==> src/rtl/gpr.sv <==
// General-purpose register: synchronous active-low clear, load enable and a
// combinational output enable. Define GPR_TRISTATE_OUT_EN to float data_out when disabled.
module gpr #(
    parameter int unsigned       WIDTH       = 8,
    parameter logic [WIDTH-1:0]  RESET_VALUE = '0
) (
    output logic [WIDTH-1:0] data_out,
    input  logic [WIDTH-1:0] data_in,
    input  logic             clk,
    input  logic             clr,
    input  logic             wa,
    input  logic             oa
);

    logic [WIDTH-1:0] store;

    // Clear wins over load on the same edge; otherwise hold.
    always_ff @(posedge clk) begin
        if (!clr) begin
            store <= RESET_VALUE;
        end else if (wa) begin
            store <= data_in;
        end
    end

    // Output enable is purely combinational so bus hand-off needs no clock.
`ifdef GPR_TRISTATE_OUT_EN
    assign data_out = oa ? store : {WIDTH{1'bz}};
`else
    assign data_out = oa ? store : {WIDTH{1'b0}};
`endif

endmodule

==> config.mk <==
export PLATFORM = sky130hd
export DESIGN_NAME = gpr
export DESIGN_NICKNAME = d
export VERILOG_FILES = /design/src/rtl/gpr.sv
export SDC_FILE = /design/constraint.sdc
export NUM_CORES = 1
export LEC_CHECK = 0
export BUFFER_PORTS_ARGS = -buffer_cell sky130_fd_sc_hd__buf_2
export CAP_MARGIN = 20
export CORE_AREA = 2 2 39 41
export DETAILED_ROUTE_END_ITERATION = 7
export DIE_AREA = 0 0 41 43
export SLEW_MARGIN = 40
export SYNTH_ARGS = -nofsm -noshare
export SYNTH_HDL_FRONTEND = slang
export SYNTH_SLANG_ARGS = --single-unit
==> constraint.sdc <==
create_clock -name clk -period 1.2 [get_ports clk]
set_clock_uncertainty 0.1 [all_clocks]
set_input_delay 0.18 -clock clk [delete_from_list [all_inputs] [get_ports clk]]
set_output_delay 0.18 -clock clk [all_outputs]
set_load 0.01 [all_outputs]
## After elaboration in Yosys (flattened, before gate mapping)

Cells that the tools add are included.

| operators by class | value |
|---|---|
| add/subtract/negate cells | 0 |
| $mul | 0 |
| div/mod/pow operators | 0 |
| magnitude comparators | 0 |
| eq/ne operators | 0 |
| shift-type cells | 0 |
| muxes and demuxes | 1 |
| bitwise gates (word level) | 0 |
| reduce and logical (&&, ||, !) cells | 0 |

Operators by type and width:

| kind | number |
|---|---|
| $mux W8 | 1 |

| storage, ports and cells | value |
|---|---|
| register bits after elaboration | 8 |
| bits in latches | 0 |
| memory bits (writable) | 0 |
| ROM bits | 0 |
| output and inout port bits | 8 |
| word-level logic and storage cells | 2 |
| memories | 0 |

## Depth between registers and ports, before layout

Gate-level depths: netlist of the first run.

| logic depth | value |
|---|---|
| word-level depth | 1 |
| mapped depth | 3 |
| depth with buffers taken out | 2 |

## Least setup slack after synthesis of the first run

Ideal clock, no wire load.

| timing path | value |
|---|---|
| path kind | input-to-reg |
| from | input port wa |
| to | register store[0] |
| library setup time | 116 ps |
| arrival | 521 ps |
| required time | 984 ps |
| path slack | 463 ps |
| cell stages on the path | 3 |
| path buffers | 1 |
| path through | buf_6 mux2i_1 nor2b_1 |

RTL lines:

| what | RTL line | text |
|---|---|---|
| start, declared | 11 | `input logic wa,` |
| end signal, assigned | 22 | `store <= data_in;` |
| end, declared | 15 | `logic [WIDTH-1:0] store;` |

## Worst setup path in the final report of the first run

| timing path | value |
|---|---|
| from | register store[1] |
| to | output port data_out[1] |

| on the way | value |
|---|---|
| word-level cells in the longest chain between the ends | 1 |

Ends and longest elaborated chain:

| what | RTL line | text |
|---|---|---|
| $mux W8 | 30 | `assign data_out = oa ? store : {WIDTH{1'b0}};` |
| end, declared | 7 | `output logic [WIDTH-1:0] data_out,` |

No other way between the ends.

==> summary.md, run 1 <==
| Metric | Value |
|---|---|
| Run status | finished, final reports clean |
| Setup repair bufs after CTS | 0 |
| Total grt overflow | 0 |
| Post-detailed-route count of antenna-violating nets | 0 |
| Worst setup path startpoint | store[1]$_SDFFE_PN0P_ |
| Instance count after placement with tap cells included | 67 |
| Latest clock arrival within the worst-skew pair | 0.25 ns |
| Total wire length | 774 um |
| Highest-count cells in the layout ignoring fill and taps | buf_2 (19), and2_1 (8), mux2i_1 (8), nor2b_1 (8), dfxtp_1 (8) |
| Detailed-router iteration count before antenna repair | 2 |
| Total count of max-transition violations in the final report | 0 |
| Flop and latch count out of synthesis | 8 |
| Number of gates resized after cts | 0 |
| WP data arrival | 0.84 ns |
| H-tree levels | 1 |
| Leak | 0.2500 nW |
| Final critical delay including setup and external delays | 1.116 ns |
| Required time worst endpoint | 0.92 ns |
| Power per unit of standard cell area | 1199 mW/mm^2 |
| Area of the die | 0.001763 sq mm |
| Worst rel slew slack | 0.8405 |
| Routability congestion estimate from global placement | 0.6012 |
| Sink count of the clock tree | 8 |
| Core Region | 0.001384 sq mm |
| Count of different cell masters after synthesis | 5 |
| Vias in the first global route | 277 |
| Setup repair after global routing missed its margin | false |
| Cell count after synthesis | 33 |
| R2R Path Start | store[1]$_SDFFE_PN0P_ |
| CTS tree | done |
| Highest fanout seen on the critical path | 2 |
| Global routing usage on met3 | 0.03141 |
| WS Path Type | register to primary output |
| Port Buffers | 19 |
| Die width | 41 um |
| Busiest layer in global routing | met2 |
| Number of warnings reported in the yosys synthesis log | 0 |
| Pin count of the biggest net entering global routing | 9 |
| Hold violation total from the final report | 0 |
| Cell Rows | 14 |
| Overall routing resource usage | 0.09677 |
| Count of nets after finishing | 68 |
| Synth Net Count | 45 |
| Min-Delay Path Class | input port to register |
| Period utilization | 0.9304 |
| Antenna violations before repair | 0 |
| Clock root buffer | clkbuf_4 |
| Synth-to-layout area growth | 35.94% |
| Clock slew at reported path FFs | 0.06 ns |
| Count of vias placed by the detailed router | 280 |
| Fraction of final layout cells sized beyond drive strength 1 | 0.4074 |
| Kind of capture point of the worst setup path | primary output |
| TritonCTS Buffers | 3 |
| Number of maximum-capacitance violations | 0 |
| Category of the worst setup path launch point | register |
| Post-Route Setup TNS | 0 ns |
| Number of fillers in the final layout | 147 |
| DRC | 0 |
| Final count of negative-setup-slack endpoints | 0 |
| Sequential area share after synthesis | 0.4555 |
| Highest clock rate | 0.8957 GHz |
| Combined flip-flop and latch cell area | 160.2 sq um |
| I/O Pins | 20 |
| Met2 Track Usage GR | 0.1500 |
| Antenna Cells | 0 |
| Post-Synthesis Mean Instance Area | 10.65 sq um |
| Syn Std Cell Area | 351.6 sq um |
| Peak supply drop | 362.2 uV |
| Global-route wire length before repair | 1062 um |
| Number of buffers inserted for hold repair after clock tree synthesis | 0 |
| Number of DRC markers after the initial detailed-route iteration | 1 |
| Number of standard cells in the layout, taps in and fillers out | 70 |
| Initial cell density of the core | 0.2541 |
| Top register by number of flip-flops | store |
| Maximum count of clock buffers along a single path | 2 |
| Multi-input logic area | 180.2 sq um |
| Routed wire length per instance | 11.06 um |
| Via density per instance | 4.000 |
| M1 GR Usage | 0.09772 |
| Worst Max-Slew Pin Slew | 0.2392 ns |
| Beginning of the worst hold path | data_in[4] |
| Commonest non-fill, non-tap cell in the layout | buf_2 |
| Largest registers | store: 8 flops |
| Die Span Y | 43 um |
| Flip-flop count of the largest register, all copies and words added | 8 |
==> final timing paths <==
kind / end / slack, ns / cells past startpoint
worst min-delay path: store[4]$_SDFFE_PN0P_ / 0.09 / 3
worst max-delay path: data_out[1] / 0.08 / 2
worst min register to register: store[4]$_SDFFE_PN0P_ / 0.41 / 2
worst max register to register: store[1]$_SDFFE_PN0P_ / 0.48 / 2
==> cells in the mapped netlist (all sizes together) <==
master | count | area share
buf | 1 | 0.032
dfxtp | 8 | 0.46
mux2i | 8 | 0.23
and2 | 8 | 0.14
nor2b | 8 | 0.14
==> routing by layer <==
layer / share of wire / vias to the layer above / wire length, um
met5: 0 / - / 0
met4: 0 / 0 / 0
met3: 0.098 / 0 / 76
met2: 0.48 / 13 / 370
met1: 0.42 / 117 / 327
li1: - / 150 / -
==> per-stage QoR <==
step	hold WS, ns	area [sq um]	setup slack (ns)	utilization	power (W)
final	0.09433	478.0	0.08352	0.3454	0.0005730
after CTS	0.08493	478.0	0.07819	0.3454	0.0005836
after floorplan	0.2082	351.6	0.4631	-	0.0003393
after global placement	0.3465	455.4	0.2857	0.3291	0.0003719
after global routing	0.09241	478.0	0.05863	0.3454	0.0006001
after detailed placement	0.3501	455.4	0.2638	0.3291	0.0003743
==> report_power, final <==
group | total [W] | internal [W] | switching, W
Clock | 0.000205 | 0.000114 | 0.0000910
Sequential | 0.000289 | 0.000282 | 0.00000701
Combinational | 0.0000788 | 0.0000435 | 0.0000354
Total | 0.000573 | 0.000440 | 0.000133
==> critical path, cell delays in order, from the launching register on <==
cell and delay (ns):
dfxtp_1 0.34, and2_1 0.12, buf_2 0.12
==> kinds of logic (layout without fill, tap and decap cells) <==
logic type	count (synthesis)	in the layout	share of synthesized area
DFF	8	8	0.4555
muxes	8	8	0.2278
buffers and inverters	1	22	0.03203
and+or+nand+nor	16	16	0.2847
==> area by class of cell <==
type | instances | share of cell area
sequential | 8 | 0.3351
timing repair buffer | 19 | 0.1990
clock buffer | 3 | 0.04712
multi-input combinational | 24 | 0.3770
tap | 16 | 0.04188
(Power assumes the default switching activity.)
==> run 2, diff against run 1 <==
--- a/config.mk
+++ b/config.mk
@@ -10,6 +10,7 @@
 export CORE_AREA = 2 2 39 41
 export DETAILED_ROUTE_END_ITERATION = 7
 export DIE_AREA = 0 0 41 43
+export PLACE_DENSITY = 0.62
 export SLEW_MARGIN = 40
 export SYNTH_ARGS = -nofsm -noshare
 export SYNTH_HDL_FRONTEND = slang
==> run 2 against run 1 <==
Net effect: critical path depth stayed put; maximum frequency is 2.0% higher; via count is 2.9% higher; sequential power hardly changed; clock power hardly changed; die area stayed put; final cell count stayed put; critical path type unchanged; largest cell class unchanged; highest routed layer unchanged.
==> summary.md, run 2 (synthesized netlist as in run 1, its figures left out) <==
| Metric | Value |
|---|---|
| Run status | finished, final reports clean |
| Port Buffers | 19 |
| Number of gates resized after cts | 0 |
| Met2 Track Usage GR | 0.1313 |
| Total grt overflow | 0 |
| Commonest non-fill, non-tap cell in the layout | buf_2 |
| Busiest layer in global routing | met1 |
| Setup repair after global routing missed its margin | false |
| Area of the die | 0.001763 sq mm |
| CTS tree | done |
| Clock root buffer | clkbuf_4 |
| Flip-flop count of the largest register, all copies and words added | 8 |
| Leak | 0.2500 nW |
| WS Path Type | register to primary output |
| Global-route wire length before repair | 1138 um |
| Cell class contributing the biggest share of worst-path delay | flip-flops |
| Total count of max-transition violations in the final report | 0 |
| Power per unit of standard cell area | 1195 mW/mm^2 |
| Master of the slowest instance on the critical path | dfxtp_1 |
| DRC | 0 |
| Highest fanout seen on the critical path | 2 |
| Total wire length | 709 um |
| Required time worst endpoint | 0.92 ns |
| Synth-to-layout area growth | 35.94% |
| Sink count of the clock tree | 8 |
| R2R Path Start | store[4]$_SDFFE_PN0P_ |
| Highest-count cells in the layout ignoring fill and taps | buf_2 (19), and2_1 (8), mux2i_1 (8), nor2b_1 (8), dfxtp_1 (8) |
| Antenna violations before repair | 0 |
| Routed wire length per instance | 10.13 um |
| Routability congestion estimate from global placement | 0.6417 |
| Chain of cells forming the critical path | and2_1 > buf_2 |
| Post-detailed-route count of antenna-violating nets | 0 |
| CP max stage delay | 0.31 ns |
| Period utilization | 0.9126 |
| Hold violation total from the final report | 0 |
| Highest clock rate | 0.9132 GHz |
| Count of nets after finishing | 68 |
| Kind of capture point of the worst setup path | primary output |
| Maximum count of clock buffers along a single path | 2 |
| H-tree levels | 1 |
| Vias in the first global route | 273 |
| Peak supply drop | 332.7 uV |
| Number of buffers inserted for hold repair after clock tree synthesis | 0 |
| Min-Delay Path Class | input port to register |
| Category of the worst setup path launch point | register |
| Core Region | 0.001384 sq mm |
| Initial cell density of the core | 0.2541 |
| WP data arrival | 0.82 ns |
| Die Span Y | 43 um |
| Largest registers | store: 8 flops |
| Count of buffering cells on the critical path with inverters included | 1 |
| Number of maximum-capacitance violations | 0 |
| TritonCTS Buffers | 3 |
| Detailed-router iteration count before antenna repair | 1 |
| Top register by number of flip-flops | store |
| Pin count of the biggest net entering global routing | 9 |
| Die width | 41 um |
| Setup repair bufs after CTS | 0 |
| Post-Route Setup TNS | 0 ns |
| Beginning of the worst hold path | data_in[2] |
| Overall routing resource usage | 0.09869 |
| M1 GR Usage | 0.1331 |
| Antenna Cells | 0 |
| Cell Rows | 14 |
| Latest clock arrival within the worst-skew pair | 0.25 ns |
| Number of DRC markers after the initial detailed-route iteration | 0 |
| Final critical delay including setup and external delays | 1.095 ns |
| Clock slew at reported path FFs | 0.05 ns |
| Global routing usage on met3 | 0.03141 |
| Worst Max-Slew Pin Slew | 0.2444 ns |
| Fraction of final layout cells sized beyond drive strength 1 | 0.4074 |
| Count of vias placed by the detailed router | 288 |
| Placement Cell Area | 455.4 sq um |
| Worst setup path startpoint | store[5]$_SDFFE_PN0P_ |
| I/O Pins | 20 |
| Worst rel slew slack | 0.8371 |
| Via density per instance | 4.114 |
| Final count of negative-setup-slack endpoints | 0 |
| Non-Filler Cell Area, Final | 478.0 sq um |
| Number of fillers in the final layout | 140 |
run 2: final timing paths:
path	slack (ns)	cells past startpoint	endpoint
worst max-delay path	0.10	2	data_out[5]
worst min-delay path	0.09	3	store[2]$_SDFFE_PN0P_
worst max register to register	0.51	2	store[4]$_SDFFE_PN0P_
worst min register to register	0.40	2	store[6]$_SDFFE_PN0P_
run 2: where the power goes:
group,switching [W],total (W),internal (W)
Combinational,0.0000354,0.0000789,0.0000435
Clock,0.0000901,0.000204,0.000114
Sequential,0.00000620,0.000288,0.000282
Total,0.000132,0.000571,0.000440
run 2: cell type report:
| cell class | count | area, sq um | area share |
|---|---|---|---|
| multi-input combinational | 24 | 180.2 | 0.3770 |
| timing repair buffer | 19 | 95.09 | 0.1990 |
| tap | 16 | 20.02 | 0.04188 |
| clock buffer | 3 | 22.52 | 0.04712 |
| sequential | 8 | 160.2 | 0.3351 |
run 2: routing by layer:
metal  routed length [um]  part of all wire  up-vias
met5                    0                 0        -
met4                    0                 0        0
met3                   64             0.090        0
met2                  287              0.40       14
met1                  357              0.50      121
li1                     -                 -      153
run 2: worst min-delay path: stages:
cell     delay [ns]
buf_2          0.07
mux2i_1        0.05
nor2b_1        0.09
run 2: stage by stage:
stage,total power (W),utilization,hold slack [ns],setup WS [ns],instances
floorplan,0.0003393,-,0.2082,0.4631,33
global placement,0.0003721,0.3291,0.3448,0.2876,67
detailed placement,0.0003734,0.3291,0.3481,0.2824,67
CTS,0.0005842,0.3454,0.08777,0.09222,70
global route,0.0006084,0.3454,0.1154,0.05201,70
finish,0.0005713,0.3454,0.08769,0.1049,70
